**config.mk**
```make
export PLATFORM = sky130hd
export DESIGN_NAME = decoder2to4_pulse_flat
export DESIGN_NICKNAME = d
export VERILOG_FILES = /design/src/rtl/decoder2to4_pulse_if.sv /design/src/rtl/decoder2to4_pulse.sv /design/src/flat_wrapper.sv
export SDC_FILE = /design/constraint.sdc
export NUM_CORES = 1
export LEC_CHECK = 0
export ABC_AREA = 1
export CORE_AREA = 2 2 59 61
export CTS_CLUSTER_DIAMETER = 30
export CTS_CLUSTER_SIZE = 8
export DETAILED_ROUTE_END_ITERATION = 7
export DIE_AREA = 0 0 61 63
export GPL_TIMING_DRIVEN = 0
export PLACE_DENSITY_LB_ADDON = 0.05
export SLEW_MARGIN = 40
export SYNTH_ARGS = -nofsm -noshare
export SYNTH_HDL_FRONTEND = slang
export SYNTH_SLANG_ARGS = --single-unit
```
**constraint.sdc**
```tcl
create_clock -name clk -period 1.49 [get_ports clk]
set_input_delay 0.3725 -clock clk [delete_from_list [all_inputs] [get_ports clk]]
set_output_delay 0.3725 -clock clk [all_outputs]
set_load 0.01 [all_outputs]
```
**src/rtl/decoder2to4_pulse_if.sv**
```systemverilog
// decoder2to4_pulse_if: valid/ready code handshake feeding the pulse decoder.
// The master offers a 2-bit code; the slave (decoder) signals when it can take one.
interface decoder2to4_pulse_if;
  logic       in_valid;
  logic       in_ready;
  logic [1:0] in_code;

  modport master (output in_valid, output in_code, input in_ready);
  modport slave  (input in_valid, input in_code, output in_ready);
endinterface

```
**src/rtl/decoder2to4_pulse.sv**
```systemverilog
// decoder2to4_pulse: sequential 2-to-4 decoder. An accepted code drives the
// matching one-hot line for PULSE_LEN cycles, followed by one all-zero GAP
// cycle with done=1, so consumers always see distinct pulses.
// Optional feature macro: DECODER2TO4_QUEUE_EN adds a one-entry pending buffer
// so a new code can be taken during ACTIVE/GAP and pulses run back-to-back
// with exactly one GAP cycle between them.
module decoder2to4_pulse #(
  parameter int PULSE_LEN = 4,
  parameter int CNT_W     = 8
) (
  input  logic                  clk,
  input  logic                  rst_n,
  decoder2to4_pulse_if.slave    in_bus,
  output logic [3:0]            Y,
  output logic                  busy,
  output logic                  done
);

  typedef enum logic [1:0] {
    IDLE   = 2'd0,
    ACTIVE = 2'd1,
    GAP    = 2'd2
  } state_t;

  // Counter starts at PULSE_LEN-1 so that ACTIVE lasts exactly PULSE_LEN cycles.
  localparam logic [CNT_W-1:0] CNT_LOAD = CNT_W'(PULSE_LEN - 1);
  localparam logic [CNT_W-1:0] CNT_ONE  = CNT_W'(1);

  state_t           state;
  state_t           state_next;
  logic [CNT_W-1:0] cnt;
  logic [CNT_W-1:0] cnt_next;
  logic [1:0]       code;
  logic [1:0]       code_next;
  logic [3:0]       y_next;
  logic             busy_next;
  logic             done_next;
  logic             xfer;

  function automatic logic [3:0] onehot(input logic [1:0] c);
    onehot = 4'b0001 << c;
  endfunction

`ifdef DECODER2TO4_QUEUE_EN
  logic       pend_full;
  logic       pend_full_next;
  logic [1:0] pend_code;
  logic [1:0] pend_code_next;

  // Ready whenever the single pending slot is free; in IDLE it is always free.
  assign in_bus.in_ready = !pend_full;
`else
  // Ready depends on state only, never on in_valid.
  assign in_bus.in_ready = (state == IDLE);
`endif

  assign xfer = in_bus.in_valid && in_bus.in_ready;

  // Next-state, counter, latched code and next registered outputs.
  always_comb begin
    state_next = state;
    cnt_next   = cnt;
    code_next  = code;
`ifdef DECODER2TO4_QUEUE_EN
    pend_full_next = pend_full;
    pend_code_next = pend_code;
`endif
    case (state)
      IDLE: begin
        if (xfer) begin
          state_next = ACTIVE;
          cnt_next   = CNT_LOAD;
          code_next  = in_bus.in_code;
        end
      end
      ACTIVE: begin
        if (cnt == '0) begin
          state_next = GAP;
        end else begin
          cnt_next = cnt - CNT_ONE;
        end
`ifdef DECODER2TO4_QUEUE_EN
        if (xfer) begin
          pend_full_next = 1'b1;
          pend_code_next = in_bus.in_code;
        end
`endif
      end
      GAP: begin
`ifdef DECODER2TO4_QUEUE_EN
        if (pend_full) begin
          state_next     = ACTIVE;
          cnt_next       = CNT_LOAD;
          code_next      = pend_code;
          pend_full_next = 1'b0;
        end else if (xfer) begin
          // A code taken during GAP goes live on the edge that ends GAP,
          // exactly as if it had passed through the buffer.
          state_next = ACTIVE;
          cnt_next   = CNT_LOAD;
          code_next  = in_bus.in_code;
        end else begin
          state_next = IDLE;
        end
`else
        state_next = IDLE;
`endif
      end
      default: begin
        state_next = IDLE;
      end
    endcase

    y_next    = (state_next == ACTIVE) ? onehot(code_next) : 4'b0000;
    busy_next = (state_next != IDLE);
    done_next = (state_next == GAP);
  end

  // Control state and registered outputs; reset clears them asynchronously.
  always_ff @(posedge clk or negedge rst_n) begin
    if (!rst_n) begin
      state <= IDLE;
      cnt   <= '0;
      Y     <= 4'b0000;
      busy  <= 1'b0;
      done  <= 1'b0;
`ifdef DECODER2TO4_QUEUE_EN
      pend_full <= 1'b0;
`endif
    end else begin
      state <= state_next;
      cnt   <= cnt_next;
      Y     <= y_next;
      busy  <= busy_next;
      done  <= done_next;
`ifdef DECODER2TO4_QUEUE_EN
      pend_full <= pend_full_next;
`endif
    end
  end

  // Code payload registers; only meaningful while qualified by state/pend_full.
  always_ff @(posedge clk) begin
    code <= code_next;
`ifdef DECODER2TO4_QUEUE_EN
    pend_code <= pend_code_next;
`endif
  end

endmodule
```
**src/flat_wrapper.sv**
```systemverilog
// flat-port wrapper written by rule: the top's interface ports become plain ports
module decoder2to4_pulse_flat 
#(
  parameter int PULSE_LEN = 4,
  parameter int CNT_W     = 8
)
  (clk, rst_n, Y, busy, done, in_bus_in_valid, in_bus_in_code, in_bus_in_ready);
  decoder2to4_pulse_if in_bus_i ();
  input  logic clk;
  input  logic rst_n;
  output logic [3:0] Y;
  output logic busy;
  output logic done;
  input wire logic [$bits(in_bus_i.in_valid)-1:0] in_bus_in_valid;
  input wire logic [$bits(in_bus_i.in_code)-1:0] in_bus_in_code;
  output wire logic [$bits(in_bus_i.in_ready)-1:0] in_bus_in_ready;
  assign in_bus_i.in_valid = in_bus_in_valid;
  assign in_bus_i.in_code = in_bus_in_code;
  assign in_bus_in_ready = in_bus_i.in_ready;
  decoder2to4_pulse #(.PULSE_LEN(PULSE_LEN), .CNT_W(CNT_W)) u_core (.clk(clk), .rst_n(rst_n), .in_bus(in_bus_i), .Y(Y), .busy(busy), .done(done));
endmodule
```
==> flow_metrics.env, run 1 <==
export IMPL_worstPathMaxFanout=10
export IMPL_ant_nets=0
export IMPL_synthesis_instances=110
export IMPL_crit_path_end_kind="flop"
export IMPL_crit_start="u_core.cnt[0]"
export IMPL_rows=21
export IMPL_critical_path_required_ns=1.69
export IMPL_dp_slack_ns=-0.125
export IMPL_htreeDepth=1
export IMPL_hold_slack_ns=0.515
export IMPL_root_buffer="clkbuf_4"
export IMPL_fin_crit_ns=1.40
export IMPL_ys_ff_latch=18
export IMPL_finalSetupViolCount=0
export IMPL_hpwl_um=1310
export IMPL_syn_nets=117
export IMPL_async_flop_share_pct=88.9
export IMPL_max_freq_mhz=713
export IMPL_start_util_pct=28.6
export IMPL_antennaDiodeCount=0
export IMPL_fin_skew_ns=0.00427
export IMPL_cts_tree="done"
export IMPL_slew_headroom_pct=74.3
export IMPL_clock_latency_ns=0.30
export IMPL_die_w_um=61
export IMPL_grt_max_degree=17
export IMPL_cts_buffer_depth=2
export IMPL_drtPass1Iterations=4
export IMPL_status="completed"
export IMPL_path_cells="inv_2 > ha_1 > nor3b_4 > nand2_4 > nand2_8 > nand2_4 > buf_12 > nor2_2 > nor2_2"
export IMPL_port_buffers=11
export IMPL_drc=0
export IMPL_period_share_pct=94.2
export IMPL_ys_warn_count=0
export IMPL_instances_no_fill=177
export IMPL_synth_area_sq_um=923
export IMPL_grt_pass1_vias=667
export IMPL_grt_overflow=0
export IMPL_areaGrowthSynthToFinish_pct=26.6
export IMPL_grt_pass1_wl_um=3100
export IMPL_pwr_density_cell_nw_per_um2=2150
export IMPL_dieArea_sq_um=3840
export IMPL_wire_per_inst_um=10.5
export IMPL_start_kind="flop"
export IMPL_drt_initial_drc_count=14
export IMPL_drv_cap=0
export IMPL_crit_type="reg2reg"
export IMPL_slowest_stage="dfrtp_1"
export IMPL_synth_edf_count=0
export IMPL_p_leak_uw=0.000615
export IMPL_die_y_um=63
export IMPL_slew_viol_final=0
export IMPL_layout_drive_gt1_share_pct=23.7
export IMPL_crit_reg2reg_launch="u_core.cnt[0]"
export IMPL_via_per_inst=4.06
export IMPL_io_pins=12
export IMPL_finalNetCount=139
export IMPL_reg2reg_slack_ns=0.09
export IMPL_peakVddDrop_uv=618
export IMPL_arrival_ns=1.60
export IMPL_crit_buf_inv=2
export IMPL_synth_flop_cell="dfrtp_1"
export IMPL_gp_congestion=0.813
export IMPL_rr_endpoint="u_core.cnt[1]"
export IMPL_seq_area_frac_synth_pct=47.7
export IMPL_antenna_found_initial=0
export IMPL_slowest_delay_ns=0.40
export IMPL_clkSlewWorstSetupHoldPaths_ns=0.11
export IMPL_dp_cells=167
export IMPL_vias=718
export IMPL_worst_hold_path_type="in2async"
export IMPL_rsz0062_at_grt="yes"
export IMPL_power_uw=2510
export IMPL_cts_sinks=18
export IMPL_ys_types=20
export IMPL_endpoint="u_core.cnt[1]"
export IMPL_fin_util_pct=36.2
export IMPL_worstRegToRegCells=9
export IMPL_syn_mean_instance_area_sq_um=8.39
export IMPL_cp_num_cells=9
export IMPL_cp_top_family="simple AND/OR/NAND/NOR gates"
export IMPL_worst_pin_slew_ns=0.386
export IMPL_fin_ws_ns=0.0872
export IMPL_grt_use_total_pct=10.9
export IMPL_core_area_sq_um=3230
export IMPL_totalWireLength_um=1860
export IMPL_cts_made_buffers=3
export IMPL_hold_viol_final=0
per-stage QoR:
step / area (sq um) / TNS (ns)
2_1_floorplan: 923 / 0
6_report: 1170 / 0
5_1_grt: 1170 / -0.0193
4_1_cts: 1160 / 0
3_3_place_gp: 1090 / -1.09
3_5_place_dp: 1090 / -0.967
synthesized netlist by cell type, types with 3 or more instances:
| cell | number | area, sq um |
|---|---|---|
| nand2_1 | 23 | 86.3 |
| nor2_1 | 22 | 82.6 |
| dfrtp_1 | 16 | 400 |
| inv_1 | 14 | 52.6 |
| nand3_1 | 6 | 30.0 |
| nor2_2 | 5 | 31.3 |
| nand2_4 | 3 | 33.8 |
| nand4_1 | 3 | 18.8 |
repair_timing:
action	4_1_cts	5_1_grt
endpoints found under the hold margin	0	8
gates resized for setup	9	4
hold buffers	0	1
endpoints found under the setup margin	17	11
cloned	0	0
setup buffers	4	1
pin swaps	1	1
cells in the final DEF (no fill, tap or decap):
| cell type | netlist | routed |
|---|---|---|
| nand2_1 | 23 | 23 |
| nor2_1 | 22 | 21 |
| dfrtp_1 | 16 | 16 |
| inv_1 | 14 | 12 |
| nor2_2 | 5 | 6 |
| buf_4 | 1 | 6 |
| nand3_1 | 6 | 6 |
| dlygate4sd2_1 | 0 | 6 |
| inv_2 | 2 | 4 |
| nand4_1 | 3 | 3 |
| clkbuf_4 | 0 | 3 |
| clkdlybuf4s50_1 | 0 | 3 |
| nand2_2 | 2 | 2 |
| nand2_4 | 3 | 2 |
| o21ai_2 | 2 | 2 |
| xor2_1 | 2 | 2 |
| ha_1 | 2 | 2 |
| dfxtp_1 | 2 | 2 |
| nor3b_4 | 1 | 1 |
| nand2_8 | 0 | 1 |
| buf_12 | 1 | 1 |
| o21ai_1 | 1 | 1 |
| xnor2_1 | 1 | 1 |
| o21bai_1 | 1 | 1 |
| clkbuf_8 | 0 | 1 |
| dlygate4sd3_1 | 0 | 1 |
| buf_2 | 0 | 1 |
| clkbuf_2 | 0 | 1 |
area by class of cell:
class                   count  area [sq um]
fillers                   354          2060
inverters                  16          60.1
clock buffers               4          36.3
well taps                  46          57.6
flip-flops and latches     18           440
multi-input cells          74           407
repair buffers             17           140
plain buffers               2          27.5
layer usage:
metal	GRT usage (%)	part of all wire [%]	up-vias
met2	15.9	45	12
met5	0	0	-
li1	-	-	375
met1	15.5	50	329
met3	4.35	4.2	2
met4	1.63	0.59	0
kinds of logic after synthesis:
| logic type | Yosys count | share of synthesized area, % |
|---|---|---|
| and+or+nand+nor | 65 | 34.0 |
| DFF | 18 | 47.7 |
| adders and majority gates | 2 | 2.71 |
| buffers and inverters | 18 | 9.49 |
| xor gates and xnor gates | 3 | 2.85 |
| AOI/OAI and AO/OA | 4 | 3.25 |
where the power goes:
part	switching, uW	internal (uW)	total, uW
Combinational	793	599	1390
Clock	161	149	310
Sequential	137	677	813
flip-flops by register name, indices dropped and copies added (netlist names):
signal	flops
u_core.Y	4
u_core.code	2
u_core.done	1
u_core.state	2
u_core.cnt	8
u_core.busy	1
how the worst min path moves through the flow:
stage                   from       endpoint  slack, ns  depth (start not counted)
6_report               rst_n  u_core.cnt[6]       0.51                          2
5_1_grt                rst_n  u_core.cnt[4]       0.55                          2
4_1_cts                rst_n  u_core.cnt[4]       0.54                          1
3_5_place_dp   u_core.cnt[0]  u_core.cnt[0]       0.50                          2
3_3_place_gp   u_core.cnt[0]  u_core.cnt[0]       0.50                          2
2_1_floorplan          rst_n    u_core.Y[0]       0.08                          0
No activity file was read; power rests on OpenSTA's default activity.
==> run 2, diff against run 1 <==
--- a/config.mk
+++ b/config.mk
@@ -7,13 +7,15 @@
 export LEC_CHECK = 0
 export ABC_AREA = 1
 export CORE_AREA = 2 2 59 61
-export CTS_CLUSTER_DIAMETER = 30
+export CTS_CLUSTER_DIAMETER = 100
 export CTS_CLUSTER_SIZE = 8
 export DETAILED_ROUTE_END_ITERATION = 7
 export DIE_AREA = 0 0 61 63
 export GPL_TIMING_DRIVEN = 0
 export PLACE_DENSITY_LB_ADDON = 0.05
+export REMOVE_ABC_BUFFERS = 1
 export SLEW_MARGIN = 40
 export SYNTH_ARGS = -nofsm -noshare
 export SYNTH_HDL_FRONTEND = slang
 export SYNTH_SLANG_ARGS = --single-unit
+export TNS_END_PERCENT = 30
==> run 2 against run 1 <==
Against the previous run: count of clock-buffer cells in the layout did not move; non-clock buffer count fell by 1; sequential cell count did not move; total power fell by 0.52%; via count rose by 2.6%; sequential power rose by 1%; first-iteration DRC count rose by 57%; design area fell by 0.32%; die area did not move; clock skew rose by 0.0044 ns; setup slack got worse by 0.023 ns; largest power group unchanged; highest routed layer unchanged.
==> flow_metrics.env, run 2 (synthesis gave the netlist of run 1 again) <==
export IMPL_p_int_uw=1380
export IMPL_cts_made_buffers=3
export IMPL_rows=21
export IMPL_worst_pin_slew_ns=0.389
export IMPL_core_area_sq_um=3230
export IMPL_p_leak_uw=0.000607
export IMPL_swShare_pct=44.9
export IMPL_cp_top_family="simple AND/OR/NAND/NOR gates"
export IMPL_htreeDepth=1
export IMPL_dp_slack_ns=-0.245
export IMPL_crit_path_end_kind="flop"
export IMPL_top_register="u_core.cnt"
export IMPL_max_freq_mhz=701
export IMPL_status="completed"
export IMPL_grt_overflow=0
export IMPL_cts_sinks=18
export IMPL_wire_per_inst_um=10.8
export IMPL_totalWireLength_um=1910
export IMPL_die_w_um=61
export IMPL_hpwl_um=1260
export IMPL_p_sw_uw=1120
export IMPL_drv_cap=0
export IMPL_clock_latency_ns=0.30
export IMPL_drc=0
export IMPL_ant_nets=0
export IMPL_grt_pass1_wl_um=3010
export IMPL_p_seq_share_pct=32.9
export IMPL_power_share_clock_pct=12.5
export IMPL_worst_hold_path_type="in2async"
export IMPL_fin_crit_ns=1.43
export IMPL_finalNetCount=138
export IMPL_reg2reg_slack_ns=0.06
export IMPL_crit_buf_inv=1
export IMPL_drt_initial_drc_count=22
export IMPL_grt_pass1_vias=651
export IMPL_slowest_stage="dfrtp_1"
export IMPL_combPwrFrac_pct=54.6
export IMPL_fin_skew_ns=0.00871
export IMPL_root_buffer="clkbuf_4"
export IMPL_grt_use_total_pct=10.5
export IMPL_critical_path_required_ns=1.70
export IMPL_cts_tree="done"
export IMPL_reg_largest_list="u_core.cnt: 8 flops, u_core.Y: 4 flops"
export IMPL_dieArea_sq_um=3840
export IMPL_slew_viol_final=0
export IMPL_drtPass1Iterations=4
export IMPL_grt_max_degree=17
export IMPL_layout_drive_gt1_share_pct=25.4
export IMPL_clkSlewWorstSetupHoldPaths_ns=0.11
export IMPL_path_cells="inv_2 > ha_1 > nor3b_4 > nand2_4 > nand2_8 > nand2_8 > nand2_1 > o21ai_2"
export IMPL_die_y_um=63
export IMPL_crit_reg2reg_launch="u_core.cnt[0]"
export IMPL_areaGrowthSynthToFinish_pct=26.2
export IMPL_worst_path_most_repeated_cell="nand2_8"
export IMPL_worstPathMaxFanout=11
export IMPL_final_common_cell="nor2_1"
export IMPL_pwr_density_cell_nw_per_um2=2150
export IMPL_arrival_ns=1.63
export IMPL_crit_start="u_core.cnt[0]"
export IMPL_hold_viol_final=0
export IMPL_rsz0062_at_grt="yes"
export IMPL_port_buffers=11
export IMPL_fillers=348
export IMPL_fin_ws_ns=0.0643
export IMPL_finalSetupViolCount=0
export IMPL_slew_headroom_pct=74.1
export IMPL_period_share_pct=95.7
export IMPL_vias=737
export IMPL_crit_type="reg2reg"
export IMPL_peakVddDrop_uv=664
export IMPL_cts_buffer_depth=2
export IMPL_final_cell_mix="nor2_1, nand2_1, dfrtp_1"
export IMPL_via_per_inst=4.19
export IMPL_largest_reg_flops=8
export IMPL_start_util_pct=28.6
export IMPL_antenna_found_initial=0
export IMPL_fin_util_pct=36.0
export IMPL_slowest_delay_ns=0.42
export IMPL_start_kind="flop"
export IMPL_io_pins=12
export IMPL_antennaDiodeCount=0
export IMPL_gp_congestion=0.793
[run 2: changes by cell type in the layout (fill, tap and decap cells not counted)]
cell and change:
buf_12 -1, nand2_1 -3, nand2_2 +3, nand2_4 -1, nand2_8 +1
[run 2: worst paths after layout]
| kind | end | cells past startpoint |
|---|---|---|
| min in group clk | u_core.Y[1] | 4 |
| hold / removal | u_core.cnt[1] | 2 |
| hold reg to reg | u_core.Y[1] | 4 |
| setup / recovery | u_core.cnt[2] | 8 |
| setup reg to reg | u_core.cnt[2] | 8 |
| max in group asynchronous | u_core.Y[0] | 2 |
[run 2: timing repair]
action                     4_1_cts  5_1_grt
pin swaps                        0        1
hold endpoints to repair         0       16
resized for setup               13        4
setup endpoints to repair       18       12
hold buffers                     0        1
setup buffers                    0        6
[run 2: routing by layer]
metal,up-vias,routed length (um),part of all wire [%],global-route usage (%)
li1,373,-,-,-
met5,-,0,0,0
met3,6,60,3.1,1.86
met2,16,900,47,15.9
met1,342,902,47,14.5
met4,0,42,2.2,4.08
[run 2: worst reg2reg max path, stage by stage (launching register included)]
cell and delay [ns]:
dfrtp_1 0.42, inv_2 0.09, ha_1 0.16, nor3b_4 0.21
nand2_4 0.11, nand2_8 0.10, nand2_8 0.10, nand2_1 0.10
o21ai_2 0.05
[run 2: power by group through the flow]
stage	Sequential [uW]	Combinational (uW)	Clock, uW
final	822	1370	313
after global routing	846	1540	351
after CTS	816	1240	335
after detailed placement	827	1210	0
after global placement	825	1200	0
after floorplan	830	844	0
[run 2: layout make-up]
cell class	count	area (sq um)	area share [%]
sequential	18	440	37.8
timing repair buffer	18	148	12.7
clock buffer	4	36.3	3.11
inverter	16	60.1	5.16
multi-input combinational	74	423	36.3
tap	46	57.6	4.94
[run 2: metrics by stage]
step	total power (uW)	hold WS (ns)	area [sq um]	TNS (ns)	cells
floorplan	1670	0.0769	896	0	108
CTS	2400	0.539	1110	-0.0119	169
finish	2500	0.512	1160	0	176
detailed placement	2030	0.510	1060	-2.35	165
global placement	2030	0.496	1060	-2.47	165
global route	2740	0.548	1160	-0.116	176
==> patch 1: new RTL, settings of run 1 <==
`CNT_W` is set to 8 in 2 places; all go to 7.
--- a/src/rtl/decoder2to4_pulse.sv
+++ b/src/rtl/decoder2to4_pulse.sv
@@ -6,7 +6,7 @@
 // with exactly one GAP cycle between them.
 module decoder2to4_pulse #(
   parameter int PULSE_LEN = 4,
-  parameter int CNT_W     = 8
+  parameter int CNT_W     = 7
 ) (
   input  logic                  clk,
   input  logic                  rst_n,
--- a/src/flat_wrapper.sv
+++ b/src/flat_wrapper.sv
@@ -2,7 +2,7 @@
 module decoder2to4_pulse_flat 
 #(
   parameter int PULSE_LEN = 4,
-  parameter int CNT_W     = 8
+  parameter int CNT_W     = 7
 )
   (clk, rst_n, Y, busy, done, in_bus_in_valid, in_bus_in_code, in_bus_in_ready);
   decoder2to4_pulse_if in_bus_i ();
Behaviour: same outputs for any inputs over 10 cycles, from zero or initial values and one cycle with rst_n low; that may be too few to reach the edited logic, so the function may still have changed.
==> patch 1 against run 1 <==
  * Clock skew up 5.1 ps
  * Critical path depth is 1 lower
  * Synthesized area shrank 14%
  * Count of clock-buffer cells in the layout is 1 lower
  * Non-clock buffer count shrank 1
  * Routed wire length shrank 7.9%
  * Final area shrank 12%
  * Power decreased by 15%
  * Sequential cell count decreased by 1
  * Global-route usage decreased by 0.58 points
  * Worst setup slack improved by 23 ps
  * Largest cell class unchanged
  * Highest routed layer unchanged
==> patch 1: results (changes against run 1) <==
----------------------------------------------------
[Route]
  Amount of wire on met2 after detailed routing ... 809 um (-4.3%)
  Number of DRC markers after the initial detailed-route iteration ... 10 (-4)
  Wire length on met3 ... 40 um (-49%)
  Wire per inst ... 10.8 um (+2.5%)
  Metal1 wirelength ... 849 um (-8.5%)

[Global route]
  Met3 track utilization from global routing ... 1.86% (-2.5 points)
  Met1 layer usage reported by global route ... 14.2% (-1.3 points)
  Wire length of the first global-routing pass ... 2870 um (-7.4%)
  Fraction of met2 tracks used by global routing ... 14.9% (-0.94 points)

[Place]
  DP HPWL ... 1170 um (-11%)
  Pre-CTS setup slack ... -140 ps (-15.5 ps)

[Setup path]
  Reg-to-reg critical path endpoint ... u_core.cnt[0]$_DFFE_PN0P_
  Arrival time worst endpoint ... 1570 ps (-30 ps)
  Logic depth of the worst register-to-register path ... 8 (-1)
  Delay of the slowest cell on the worst path ... 380 ps (-20 ps)

[Logic synthesis]
  Compound-cell area share of the yosys netlist ... 7.57% (+4.3 points)
  Synthesized Nets ... 99 (-15%)

[Timing]
  Clock skew after layout ... 9.37 ps (+5.10 ps)
  Transition time at the pin with the least slew margin ... 439 ps (+53.0 ps)
  Portion of the clock cycle consumed by the worst path in the final layout ... 92.6% (-1.5 points)

[Layout]
  Leading registers by flop count ... u_core.cnt x7, u_core.Y x4
  Layout cell share with drive strength beyond 1 ... 20.4% (-3.3 points)

[Outcome]
  Run status ... completed

[Worst hold path]
  Min-delay worst type ... flip-flop to flip-flop

[Clock tree]
  Post-CTS setup buffer count ... 1 (-3)

[Power and ir drop]
  Static leakage power ... 0.524 nW (-15%)
  Switching power ... 0.000918 W (-16%)

----------------------------------------------------
-- patch 1: cell families after synthesis --
| logic type | Yosys count |
|---|---|
| XOR/XNOR | 1 |
| AO/OA/AOI/OAI | 9 |
| flip-flops | 17 |
| adder cells (fa/ha/maj) | 2 |
| buffers and inverters | 15 |
| AND/OR/NAND/NOR | 48 |
-- patch 1: worst max path at each step --
| stage | to | startpoint |
|---|---|---|
| after floorplan | u_core.cnt[4]$_DFFE_PN0P_ | u_core.cnt[0]$_DFFE_PN0P_ |
| final | u_core.cnt[0]$_DFFE_PN0P_ | u_core.cnt[0]$_DFFE_PN0P_ |
| after CTS | u_core.cnt[4]$_DFFE_PN0P_ | u_core.cnt[0]$_DFFE_PN0P_ |
| after global routing | u_core.cnt[4]$_DFFE_PN0P_ | u_core.cnt[1]$_DFFE_PN0P_ |
| after detailed placement | u_core.cnt[4]$_DFFE_PN0P_ | in_bus_in_valid |
| after global placement | u_core.cnt[3]$_DFFE_PN0P_ | u_core.cnt[0]$_DFFE_PN0P_ |
-- patch 1: area by class of cell --
cell class                 count  area, um^2  area share (%)
sequential                    17         415            40.4
clock inverter                 1        5.00           0.487
inverter                      14        52.6            5.12
clock buffer                   3        22.5            2.19
timing repair buffer          17         144            14.0
buffer                         1        11.3            1.10
multi-input combinational     60         319            31.1
tap                           46        57.6            5.60
-- patch 1: per-stage QoR --
stage                     setup TNS (ps)  area, um^2  utilization [%]  power (W)  instances
after floorplan                        0         793                -    0.00146         92
after global placement             -1310         961             29.7    0.00180        149
after detailed placement           -1210         961             29.7    0.00180        149
after CTS                              0         992             30.7    0.00207        154
after global routing                   0        1030             31.8    0.00235        159
final                                  0        1030             31.8    0.00213        159
-- patch 1: worst min-delay path: cells and delay by family (launching register included) --
kind / cells / cell delay (ps)
simple gates: 2 / 140
flops: 1 / 330
==> patch 2: new RTL, flow settings as in run 1 <==
Without the edit above. Re-encode `state_t` (3 states) as one-hot, 3 bits wide.
--- a/src/rtl/decoder2to4_pulse.sv
+++ b/src/rtl/decoder2to4_pulse.sv
@@ -16,10 +16,10 @@
   output logic                  done
 );
 
-  typedef enum logic [1:0] {
-    IDLE   = 2'd0,
-    ACTIVE = 2'd1,
-    GAP    = 2'd2
+  typedef enum logic [2:0] {
+    IDLE   = 3'b001,
+    ACTIVE = 3'b010,
+    GAP    = 3'b100
   } state_t;
 
   // Counter starts at PULSE_LEN-1 so that ACTIVE lasts exactly PULSE_LEN cycles.
Function: no difference found for any inputs over 10 cycles, from zero or initial values and one cycle with rst_n low; not proved beyond that.
==> patch 2 against run 1 <==
  * The run now ends with setup timing left
  * Final area rose by 3.7%
  * Worst setup slack got worse by 130 ps
  * Synthesized area fell by 0.27%
  * Power fell by 20%
  * Sequential cell count rose by 1
  * Global-route usage barely moved
  * Routed wire length fell by 5.4%
==> patch 2: results (changes against run 1) <==
----------------------------------------------------
[Place]
  Area of placed instances ... 0.00109 mm^2 (-0.23%)
  Routability-driven placement congestion ratio ... 0.653 (-20%)

[Outcome]
  Run status ... finished with violations
  Violated checks ... setup timing

[Route]
  Number of DRC markers after the initial detailed-route iteration ... 50 (+36)
  Total wire length after detailed routing ... 1760 um (-5.4%)
  Wire per inst ... 10.1 um (-3.7%)

[Setup path]
  Cell class contributing the biggest share of worst-path delay ... flip-flops
  Logic depth of the worst register-to-register path ... 8 (-1)
  Arrival time worst endpoint ... 1160 ps (-440 ps)
  Largest fanout on the critical path ... 2 (-8)

[Global route]
  Vias in the first global route ... 694 (+4.0%)
  Met1 layer usage reported by global route ... 13.5% (-2.0 points)
  Largest net degree at the start of global routing ... 18 (+1)

[Layout]
  Register fraction of the total cell area ... 38.6% (+0.91 points)
  Non-clock inverter count in the final layout ... 20 (+4)
  Buffer share of cell area ... 14.0% (-0.31 points)
  Multi-input gate count ... 64 (-14%)
  Final net count ... 135 (-2.9%)

[Logic synthesis]
  Seq/Total Area, Yosys ... 50.7% (+3.0 points)
  Synthesized Nets ... 109 (-6.8%)
  Flip-flop and latch count after synthesis ... 19 (+1)
  Compound-cell area share of the yosys netlist ... 7.20% (+3.9 points)
  Synth unique cells ... 21 (+5.0%)

[Timing]
  Transition time at the pin with the least slew margin ... 389 ps (+2.89 ps)
  Total of endpoints with negative setup slack in the final report ... 1 (+1)
  Clock skew after layout ... 3.90 ps (-0.370 ps)
  Final worst-path setup slack ... -46.4 ps (-134 ps)

[Power and ir drop]
  Final total power ... 0.00202 W (-20%)

----------------------------------------------------
[patch 2: cells by family after synthesis]
kind of cell / Yosys count
compound gates: 11
xor+xnor: 3
fa+ha+maj: 1
buf+inv: 20
flops: 19
simple gates: 49
[patch 2: repair_timing]
item | 4_1_cts | 5_1_grt
hold endpoints to repair | 0 | 9
endpoints found under the setup margin | 20 | 13
buffers inserted | 6 | 3
hold buffers | 0 | 1
resized for setup | 16 | 5
pin swaps | 5 | 7
[patch 2: how the worst max path moves through the flow]
stage               depth (start not counted)  slack [ps]                      start                    end
finish                                      3         -50  u_core.state[0]$_DFF_PN1_        in_bus_in_ready
global route                                3        -120  u_core.state[0]$_DFF_PN1_        in_bus_in_ready
CTS                                         3        -120  u_core.state[0]$_DFF_PN1_        in_bus_in_ready
detailed placement                          3        -250  u_core.state[0]$_DFF_PN1_        in_bus_in_ready
global placement                            3        -240  u_core.state[0]$_DFF_PN1_        in_bus_in_ready
floorplan                                   9          20  u_core.cnt[0]$_DFFE_PN0P_  u_core.Y[2]$_DFF_PN0_
